===== config.mk =====
export PLATFORM = sky130hd
export DESIGN_NAME = ex_muldiv_unit_flat
export DESIGN_NICKNAME = d
export VERILOG_FILES = /design/src/rtl/ex_muldiv_unit_if.sv /design/src/rtl/ex_muldiv_unit.sv /design/src/flat_wrapper.sv
export SDC_FILE = /design/constraint.sdc
export NUM_CORES = 1
export LEC_CHECK = 0
export ABC_AREA = 0
export CAP_MARGIN = 20
export CORE_MARGIN = 2
export CORE_UTILIZATION = 39
export DETAILED_ROUTE_END_ITERATION = 10
export SYNTH_ARGS = -nofsm -noshare
export SYNTH_HDL_FRONTEND = slang
export SYNTH_SLANG_ARGS = --single-unit
export TNS_END_PERCENT = 1

===== constraint.sdc =====
create_clock -name clk -period 3.9 [get_ports clk]
set_input_delay 0.39 -clock clk [delete_from_list [all_inputs] [get_ports clk]]
set_output_delay 0.39 -clock clk [all_outputs]
set_load 0.05 [all_outputs]

===== src/rtl/ex_muldiv_unit_if.sv =====
// Operand, forwarding and result bundle shared by the EX stage and the
// multiply/divide unit.
interface ex_muldiv_unit_if #(parameter int DATA_W = 32);
   logic              i_valid;
   logic [3:0]        i_md_op;
   logic [DATA_W-1:0] i_read_data_1;
   logic [DATA_W-1:0] i_read_data_2;
   logic [1:0]        i_forward_a;
   logic [1:0]        i_forward_b;
   logic [DATA_W-1:0] i_mem_alu_result;
   logic [DATA_W-1:0] i_wb_write_data;
   logic              i_flush;
   logic              o_stall;
   logic              o_busy;
   logic [DATA_W-1:0] o_result;
   logic [DATA_W-1:0] o_hi;
   logic [DATA_W-1:0] o_lo;

   modport master (
      output i_valid, i_md_op, i_read_data_1, i_read_data_2, i_forward_a,
             i_forward_b, i_mem_alu_result, i_wb_write_data, i_flush,
      input  o_stall, o_busy, o_result, o_hi, o_lo
   );

   modport slave (
      input  i_valid, i_md_op, i_read_data_1, i_read_data_2, i_forward_a,
             i_forward_b, i_mem_alu_result, i_wb_write_data, i_flush,
      output o_stall, o_busy, o_result, o_hi, o_lo
   );
endinterface


===== src/rtl/ex_muldiv_unit.sv =====
// Iterative MULT/MULTU/DIV/DIVU unit owning HI/LO, one bit per cycle.
// Define MD_FAST_MUL_EN to compute multiplies in a single RUN step.
module ex_muldiv_unit #(
   parameter int DATA_W = 32,
   parameter int CNT_W  = 6
) (
   input  logic             clk,
   input  logic             reset,
   ex_muldiv_unit_if.slave  md
);
   typedef enum logic [1:0] {IDLE, RUN, FIX} state_t;

   localparam logic [3:0] OP_MULT  = 4'd1;
   localparam logic [3:0] OP_MULTU = 4'd2;
   localparam logic [3:0] OP_DIV   = 4'd3;
   localparam logic [3:0] OP_DIVU  = 4'd4;
   localparam logic [3:0] OP_MFHI  = 4'd5;
   localparam logic [3:0] OP_MFLO  = 4'd6;
   localparam logic [3:0] OP_MTHI  = 4'd7;
   localparam logic [3:0] OP_MTLO  = 4'd8;

   state_t              state_q, state_d;
   logic [CNT_W-1:0]    cnt_q, cnt_d;
   logic [DATA_W-1:0]   hi_q, hi_d, lo_q, lo_d;
   logic [DATA_W-1:0]   opnd_q, opnd_d;
   logic [2*DATA_W-1:0] acc_q, acc_d;
   logic                is_div_q, is_div_d;
   logic                neg_q, neg_d;
   logic                rneg_q, rneg_d;
   logic                dz_q, dz_d;

   logic [DATA_W-1:0]   opa, opb, abs_a, abs_b;
   logic                sa, sb, signed_op, md_op, busy, stall, accept;
   logic [DATA_W:0]     mul_sum, div_trial;
   logic [2*DATA_W-1:0] mul_step, div_step, prod_fix;
   logic [DATA_W-1:0]   quo_fix, rem_fix;

   always_comb begin
      case (md.i_forward_a)
         2'b01:   opa = md.i_mem_alu_result;
         2'b10:   opa = md.i_wb_write_data;
         default: opa = md.i_read_data_1;
      endcase
      case (md.i_forward_b)
         2'b01:   opb = md.i_mem_alu_result;
         2'b10:   opb = md.i_wb_write_data;
         default: opb = md.i_read_data_2;
      endcase
   end

   assign signed_op = (md.i_md_op == OP_MULT) || (md.i_md_op == OP_DIV);
   assign sa        = signed_op & opa[DATA_W-1];
   assign sb        = signed_op & opb[DATA_W-1];
   assign abs_a     = sa ? -opa : opa;
   assign abs_b     = sb ? -opb : opb;

   assign md_op  = md.i_valid && (md.i_md_op >= OP_MULT) && (md.i_md_op <= OP_MTLO);
   assign busy   = (state_q != IDLE);
   assign stall  = md_op & busy & ~md.i_flush;
   assign accept = md.i_valid & ~stall & ~md.i_flush;

   // Multiply: acc = {partial, multiplier}; add into the top half, shift right.
   assign mul_sum  = {1'b0, acc_q[2*DATA_W-1:DATA_W]} + (acc_q[0] ? {1'b0, opnd_q} : '0);
   assign mul_step = {mul_sum, acc_q[DATA_W-1:1]};

   // Divide: acc = {remainder, dividend/quotient}; restoring trial subtract.
   assign div_trial = acc_q[2*DATA_W-1:DATA_W-1] - {1'b0, opnd_q};
   assign div_step  = div_trial[DATA_W] ? {acc_q[2*DATA_W-2:0], 1'b0}
                                        : {div_trial[DATA_W-1:0], acc_q[DATA_W-2:0], 1'b1};

   assign prod_fix = neg_q  ? -acc_q : acc_q;
   assign quo_fix  = neg_q  ? -acc_q[DATA_W-1:0] : acc_q[DATA_W-1:0];
   assign rem_fix  = rneg_q ? -acc_q[2*DATA_W-1:DATA_W] : acc_q[2*DATA_W-1:DATA_W];

   always_comb begin
      state_d  = state_q;
      cnt_d    = cnt_q;
      hi_d     = hi_q;
      lo_d     = lo_q;
      opnd_d   = opnd_q;
      acc_d    = acc_q;
      is_div_d = is_div_q;
      neg_d    = neg_q;
      rneg_d   = rneg_q;
      dz_d     = dz_q;
      unique case (state_q)
         IDLE: begin
            if (accept) begin
               case (md.i_md_op)
                  OP_MULT, OP_MULTU, OP_DIV, OP_DIVU: begin
                     is_div_d = (md.i_md_op == OP_DIV) || (md.i_md_op == OP_DIVU);
                     acc_d    = {{DATA_W{1'b0}}, is_div_d ? abs_a : abs_b};
                     opnd_d   = is_div_d ? abs_b : abs_a;
                     neg_d    = sa ^ sb;
                     rneg_d   = sa;
                     dz_d     = (opb == '0);
                     cnt_d    = '0;
                     state_d  = RUN;
                  end
                  OP_MTHI: hi_d = opa;
                  OP_MTLO: lo_d = opa;
                  default: ;
               endcase
            end
         end
         RUN: begin
            cnt_d = cnt_q + 1'b1;
            if (is_div_q) begin
               acc_d = div_step;
               if (cnt_q == CNT_W'(DATA_W-1)) state_d = FIX;
            end else begin
`ifdef MD_FAST_MUL_EN
               acc_d   = {{DATA_W{1'b0}}, opnd_q} * {{DATA_W{1'b0}}, acc_q[DATA_W-1:0]};
               state_d = FIX;
`else
               acc_d = mul_step;
               if (cnt_q == CNT_W'(DATA_W-1)) state_d = FIX;
`endif
            end
         end
         FIX: begin
            state_d = IDLE;
            if (is_div_q) begin
               // Divide by zero leaves HI = A (|A| re-signed) and LO = all ones.
               lo_d = dz_q ? '1 : quo_fix;
               hi_d = rem_fix;
            end else begin
               hi_d = prod_fix[2*DATA_W-1:DATA_W];
               lo_d = prod_fix[DATA_W-1:0];
            end
         end
         default: state_d = IDLE;
      endcase
      // Flush abandons the operation without touching HI/LO.
      if (busy && md.i_flush) begin
         state_d = IDLE;
         hi_d    = hi_q;
         lo_d    = lo_q;
      end
   end

   always_ff @(posedge clk or negedge reset) begin
      if (!reset) begin
         state_q  <= IDLE;
         cnt_q    <= '0;
         hi_q     <= '0;
         lo_q     <= '0;
         opnd_q   <= '0;
         acc_q    <= '0;
         is_div_q <= 1'b0;
         neg_q    <= 1'b0;
         rneg_q   <= 1'b0;
         dz_q     <= 1'b0;
      end else begin
         state_q  <= state_d;
         cnt_q    <= cnt_d;
         hi_q     <= hi_d;
         lo_q     <= lo_d;
         opnd_q   <= opnd_d;
         acc_q    <= acc_d;
         is_div_q <= is_div_d;
         neg_q    <= neg_d;
         rneg_q   <= rneg_d;
         dz_q     <= dz_d;
      end
   end

   assign md.o_stall  = stall;
   assign md.o_busy   = busy;
   assign md.o_hi     = hi_q;
   assign md.o_lo     = lo_q;
   assign md.o_result = (accept && md.i_md_op == OP_MFHI) ? hi_q :
                        (accept && md.i_md_op == OP_MFLO) ? lo_q : '0;
endmodule


===== src/flat_wrapper.sv =====
// flat-port wrapper written by rule: the top's interface ports become plain ports
module ex_muldiv_unit_flat 
#(
   parameter int DATA_W = 32,
   parameter int CNT_W  = 6
)
  (clk, reset, md_i_valid, md_i_md_op, md_i_read_data_1, md_i_read_data_2, md_i_forward_a, md_i_forward_b, md_i_mem_alu_result, md_i_wb_write_data, md_i_flush, md_o_stall, md_o_busy, md_o_result, md_o_hi, md_o_lo);
  ex_muldiv_unit_if #(.DATA_W(DATA_W)) md_i ();
  input  logic clk;
  input  logic reset;
  input wire logic [$bits(md_i.i_valid)-1:0] md_i_valid;
  input wire logic [$bits(md_i.i_md_op)-1:0] md_i_md_op;
  input wire logic [$bits(md_i.i_read_data_1)-1:0] md_i_read_data_1;
  input wire logic [$bits(md_i.i_read_data_2)-1:0] md_i_read_data_2;
  input wire logic [$bits(md_i.i_forward_a)-1:0] md_i_forward_a;
  input wire logic [$bits(md_i.i_forward_b)-1:0] md_i_forward_b;
  input wire logic [$bits(md_i.i_mem_alu_result)-1:0] md_i_mem_alu_result;
  input wire logic [$bits(md_i.i_wb_write_data)-1:0] md_i_wb_write_data;
  input wire logic [$bits(md_i.i_flush)-1:0] md_i_flush;
  output wire logic [$bits(md_i.o_stall)-1:0] md_o_stall;
  output wire logic [$bits(md_i.o_busy)-1:0] md_o_busy;
  output wire logic [$bits(md_i.o_result)-1:0] md_o_result;
  output wire logic [$bits(md_i.o_hi)-1:0] md_o_hi;
  output wire logic [$bits(md_i.o_lo)-1:0] md_o_lo;
  assign md_i.i_valid = md_i_valid;
  assign md_i.i_md_op = md_i_md_op;
  assign md_i.i_read_data_1 = md_i_read_data_1;
  assign md_i.i_read_data_2 = md_i_read_data_2;
  assign md_i.i_forward_a = md_i_forward_a;
  assign md_i.i_forward_b = md_i_forward_b;
  assign md_i.i_mem_alu_result = md_i_mem_alu_result;
  assign md_i.i_wb_write_data = md_i_wb_write_data;
  assign md_i.i_flush = md_i_flush;
  assign md_o_stall = md_i.o_stall;
  assign md_o_busy = md_i.o_busy;
  assign md_o_result = md_i.o_result;
  assign md_o_hi = md_i.o_hi;
  assign md_o_lo = md_i.o_lo;
  ex_muldiv_unit #(.DATA_W(DATA_W), .CNT_W(CNT_W)) u_core (.clk(clk), .reset(reset), .md(md_i));
endmodule

### Word-level counts from Yosys, hierarchy flattened

Cells that the tools add are included.
Widths: inputs -> output; s select.

| operators by class | value |
|---|---|
| add/subtract/negate cells | 8 |
| order comparisons | 2 |
| equality and inequality tests | 22 |
| muxes and demuxes | 34 |
| bitwise logic cells | 10 |
| reduce and logical (&&, ||, !) cells | 18 |

Operator list:

| operator | count |
|---|---|
| $mux 32 | 16 |
| $mux 64 | 5 |
| $pmux 32 s2 | 4 |
| $neg 32->32 | 4 |
| $pmux 64 s2 | 1 |
| $neg 64->64 | 1 |
| $add 32x33->33 | 1 |
| $sub 33x32->33 | 1 |
| $logic_not 32->1 | 1 |
| $eq 4x3->1 const B | 4 |
| $mux 6 | 2 |
| $pmux 6 s2 | 1 |
| $reduce_and 3->1 | 3 |
| $eq 4x2->1 const B | 2 |
| $mux 2 | 4 |
| $reduce_and 4->1 | 2 |
| $add 6x1->6 const B | 1 |
| $and 1x1->1 | 6 |
| $eq 2x1->1 const B | 3 |
| $eq 2x2->1 const B | 3 |
| $eq 6x5->1 const B | 1 |
| $ne 2x2->1 const B | 3 |
| $ne 3x1->1 const B | 2 |
| $reduce_bool 2->1 | 3 |
| other kinds (13) | 20 |

| storage, ports and cells | value |
|---|---|
| flip-flop bits (word level) | 172 |
| input bits | 140 |
| output and inout bits | 98 |
| word-level logic and storage cells | 104 |

### Depth between registers and ports, before layout

| depth | value |
|---|---|
| word-level depth | 11 |
| depth in mapped cells | 17 |
| depth with buffers taken out | 14 |

### Worst setup path after synthesis

OpenSTA, ideal clock, no wires.

| path | value |
|---|---|
| path kind | register to register |
| start | reg u_core.acc_q[0] |
| end | reg u_core.acc_q[60] |
| library setup time | 0.126 ns |
| data arrival time | 3.189 ns |
| data required time | 3.774 ns |
| setup slack | 0.585 ns |
| stages on the path, launching flop included | 15 |
| path buffers | 1 |
| period minus slack after synthesis | 3.315 ns |
| cell sequence | dfrtp_1 inv_1 clkbuf_1 nor2_1 ha_1 and3_1 and3_1 nand3_1 o21ai_0 a31oi_1 o21ai_0 a311o_1 a21oi_1 xnor2_1 a221o_1 |

| on the way | value |
|---|---|
| longest elaborated chain between the ends | 4 |

Ends and longest elaborated chain:

| element | line | source |
|---|---|---|
| start, declared | ex_muldiv_unit.sv:26 | `logic [2*DATA_W-1:0] acc_q, acc_d;` |
| start signal, assigned | ex_muldiv_unit.sv:149 | `acc_q <= '0;` |
| start signal, assigned | ex_muldiv_unit.sv:160 | `acc_q <= acc_d;` |
| $mux 32 | ex_muldiv_unit.sv:63 | `assign mul_sum = {1'b0, acc_q[2*DATA_W-1:DATA_W]} + (acc_q[0] ? {1'b0, opnd_q} : '0);` |
| $add 32x33->33 | ex_muldiv_unit.sv:63 |  |
| $mux 64 | ex_muldiv_unit.sv:108 | `if (is_div_q) begin` |
| $pmux 64 s2 | ex_muldiv_unit.sv:86 | `unique case (state_q)` |

Every way passes these cells.
A chain may end at the register's enable or synchronous reset.

### Worst setup path after layout

| path | value |
|---|---|
| start | reg u_core.opnd_q[11] |
| end | reg u_core.acc_q[62] |

| on the way | value |
|---|---|
| longest elaborated chain between the ends | 4 |
| elaborated cells between the ends (all ways) | 6 |
| those cells by class | add/sub (2); mux (4) |

Ends and longest elaborated chain:

| element | line | source |
|---|---|---|
| start, declared | ex_muldiv_unit.sv:25 | `logic [DATA_W-1:0] opnd_q, opnd_d;` |
| start signal, assigned | ex_muldiv_unit.sv:159 | `opnd_q <= opnd_d;` |
| $mux 32 / $sub 33x32->33 (equally long branches) | ex_muldiv_unit.sv:63, ex_muldiv_unit.sv:67 |  |
| $add 32x33->33 / $mux 64 (equally long branches) | ex_muldiv_unit.sv:63, ex_muldiv_unit.sv:68 |  |
| $mux 64 * | ex_muldiv_unit.sv:108 |  |
| $pmux 64 s2 * | ex_muldiv_unit.sv:86 |  |

Every way passes the cells marked *; elsewhere a longest branch is shown, timed or not.

==> results.toml <==
[routing]
dr.pass1.iters = 6
ant_nets = 0
drc = 0
vias_per_cell = 6.15
via_count = 17684
initialDrtViolationCount = 1905
wl_um = 67400
wl_per_cell_um = 23.4

[timing]
fin_setup_tns_ps = 0
setup_slack_ps = 261
setup_viol = 0
max_freq_ghz = 0.275
worstMarginPinSlew_ps = 1060
min_period_ps = 3640
rsz0062_at_grt = "false"
hold_viol_final = 0
slew_violations = 0
finalCritPeriodShare_pct = 93.3
fin_hold_ws_ps = 506
slew_headroom_pct = 28.5
clock_skew_ps = 15.3

[yosys]
synth.avg_cell_area_um2 = 7.91
yosysSeqAreaShare_pct = 26.2
synth_warnings = 0
yosys_register_bits = 172
synth-main-ff-cell = "dfrtp_1"
synthCells = 2075
synth_compound_area_share_pct = 32.2
async_reset_ff_share_pct = 100
muxShareOfSynthArea_pct = 3.51
yosys.area_share.adder_pct = 5.81
synth-edff-count = 0
syn_area_um2 = 16400
synth_top_area_cell = "dfrtp_1"
synth-xor-area-share_pct = 9.65
synth.area.top_cells = "dfrtp_1 26%, o21ai_0 6.2%, ha_1 5.6%, xnor2_1 5.0%, xor2_1 4.6%"
synth_cell_type_count = 88
syn-num-nets = 2290
yosys.area.top_type_share_pct = 26.2
synth_top_family_by_area = "compound AO/OA/AOI/OAI gates"
synth-simple-area-share_pct = 17.4

[global_routing]
grt_max_degree = 104
grt_pass1_vias = 16797
grt.overflow.total = 0
antenna_found_initial = 1
grt_first_pass_wirelength_um = 103000
grt.total_usage_pct = 30.4

[layout]
design_area_um2 = 20800
diodes = 0
fill_cells = 4048
layout_common_cells = "204 x clkdlybuf4s50_1, 202 x o21ai_0, 195 x nand2_1"
final_common_cell = "clkdlybuf4s50_1"
drive_gt1_share_pct = 11.6
finish.utilization_pct = 49.9
layout.nets = 2539
synthToLayoutAreaGrowth_pct = 27.0

[clock_network]
clock_latency_ps = 460
tritoncts = "yes"
ctsResizeCount = 0
numCtsBuffers = 17
clock_sink_count = 172
clkTransAtPathRegs_ps = 80
clock_path_buffers = 2
htreeDepth = 4
cts_root_buf = "clkbuf_16"

[setup_path]
crit_fanout = 6
max_stage_delay_ps = 460
reg2reg_from = "u_core.opnd_q[11]"
critPathSlowestCell = "dfrtp_1"
end_kind = "flop"
cp_top_family = "compound AO/OA/AOI/OAI gates"
cp-start-kind = "flop"
cp_data_arrival_time_ps = 3970
crit_chain = "inv_1 > ha_1 > a21oi_1 > o21ai_0 > a21o_1 > a221o_1 > buf_4 > a31oi_1 > o21a_1 > o21ai_0 > a311oi_1 > xor2_1 > o211ai_1"
startpoint = "u_core.opnd_q[11]"
crit_top_cell = "o21ai_0"
crit_required_ps = 4230
worst-setup-path-type = "reg2reg"
critical_path_buf_inv_count = 2

[placement]
dpl.hpwl_um = 54200
portBuffers = 237
place_area_um2 = 20200
gp_congestion = 0.959
preCtsSetupSlack_ps = -20.3

[pwr]
p_leak_nw = 9.05
p_per_area_nw_per_um2 = 647
irDropWorstVdd_mv = 0.340

[floorplan]
die_area_um2 = 43700
die_w_um = 209
die_h_um = 209
start_util_pct = 39.3
num_rows = 75
core_area_um2 = 41800
pin_count = 238

[status]
status = "finished clean"

[min_path]
hold_path.startpoint = "u_core.opnd_q[2]"
hold_path.class = "reg2reg"

[run]
drv_cap = 0
==> timing repair <==
action                    in CTS  in global routing
hold endpoints to repair       6                  0
hold buffers                   1                  0
setup buffers                  0                  0
==> area by class of cell <==
type                    instances  area, um2  area share (%)
repair buffers                378       3690            17.7
multi-input cells            1696      11300            54.3
flip-flops and latches        172       4310            20.7
clock inverters                15        206           0.991
clock buffers                  17        425            2.04
well taps                     539        674            3.24
inverters                      59        221            1.06
==> sequential cells by signal, indices dropped and copies added, names as in the netlist <==
name and count:
u_core.dz_q 1, u_core.state_q 2, u_core.rneg_q 1, u_core.opnd_q 32, u_core.neg_q 1, u_core.cnt_q 6
u_core.is_div_q 1, u_core.md.o_hi 32, u_core.acc_q 64, u_core.md.o_lo 32
==> layer usage <==
layer	track usage (%)	part of all wire, %	up-vias
met1	43.0	44	8503
met2	47.7	45	891
met4	10.0	3.0	0
met5	0	0	-
li1	-	-	8198
met3	4.39	8.2	92
==> worst paths after layout <==
path / to / slack, ps / cells past startpoint
hold reg to reg: u_core.opnd_q[2] / 510 / 2
min in group asynchronous: u_core.acc_q[60] / 530 / 2
setup reg to reg: u_core.acc_q[62] / 260 / 13
hold / removal: u_core.opnd_q[2] / 510 / 2
max in group asynchronous: u_core.md.o_hi[21] / 2280 / 3
setup / recovery: u_core.acc_q[62] / 260 / 13
==> Yosys cell counts (9+ instances only) <==
cell type,instances
nor3_1,26
or4_1,11
nor2_1,174
a21oi_1,140
clkbuf_1,116
a22o_1,34
a221o_1,47
nand3_1,34
or2_2,15
xnor2_1,93
a211oi_1,23
xor2_1,86
a21o_1,59
ha_1,73
a31oi_1,36
dfrtp_1,172
a22oi_1,36
nor2b_1,19
o211ai_1,28
o21ai_0,202
mux2i_1,53
o21a_1,13
o221ai_1,19
nor4_1,9
nand4_1,13
a221oi_1,32
nand2b_1,22
nand2_1,195
and3_1,16
o31ai_1,18
inv_1,55
and2_1,12
o21ai_1,34
o22ai_1,10
or3_1,13
buf_1,9
buf_2,13
==> power breakdown <==
part           internal (mW)  switching, mW  leakage, nW
Combinational           3.55           5.00         6.55
Sequential              2.32          0.744         2.19
Clock                  0.896          0.974        0.304
==> worst register-to-register path, stage by stage (launching register included) <==
cell,delay (ps)
dfrtp_1,460
inv_1,130
ha_1,380
a21oi_1,200
o21ai_0,140
a21o_1,190
a221o_1,400
buf_4,180
a31oi_1,300
o21a_1,200
o21ai_0,240
a311oi_1,390
xor2_1,220
o211ai_1,100
==> metrics by stage <==
stage                     instances  total power [mW]
after global placement         2842              11.4
after global routing           2876              14.3
after detailed placement       2843              11.5
final                          2876              13.5
after floorplan                2075              8.53
after CTS                      2876              13.4
==> logic make-up after synthesis <==
family	count (synthesis)
compound gates	792
simple gates	592
buf+inv	207
xor+xnor	180
flops	172
fa+ha+maj	75
mux	57
Power figures use the tool's default switching activity.
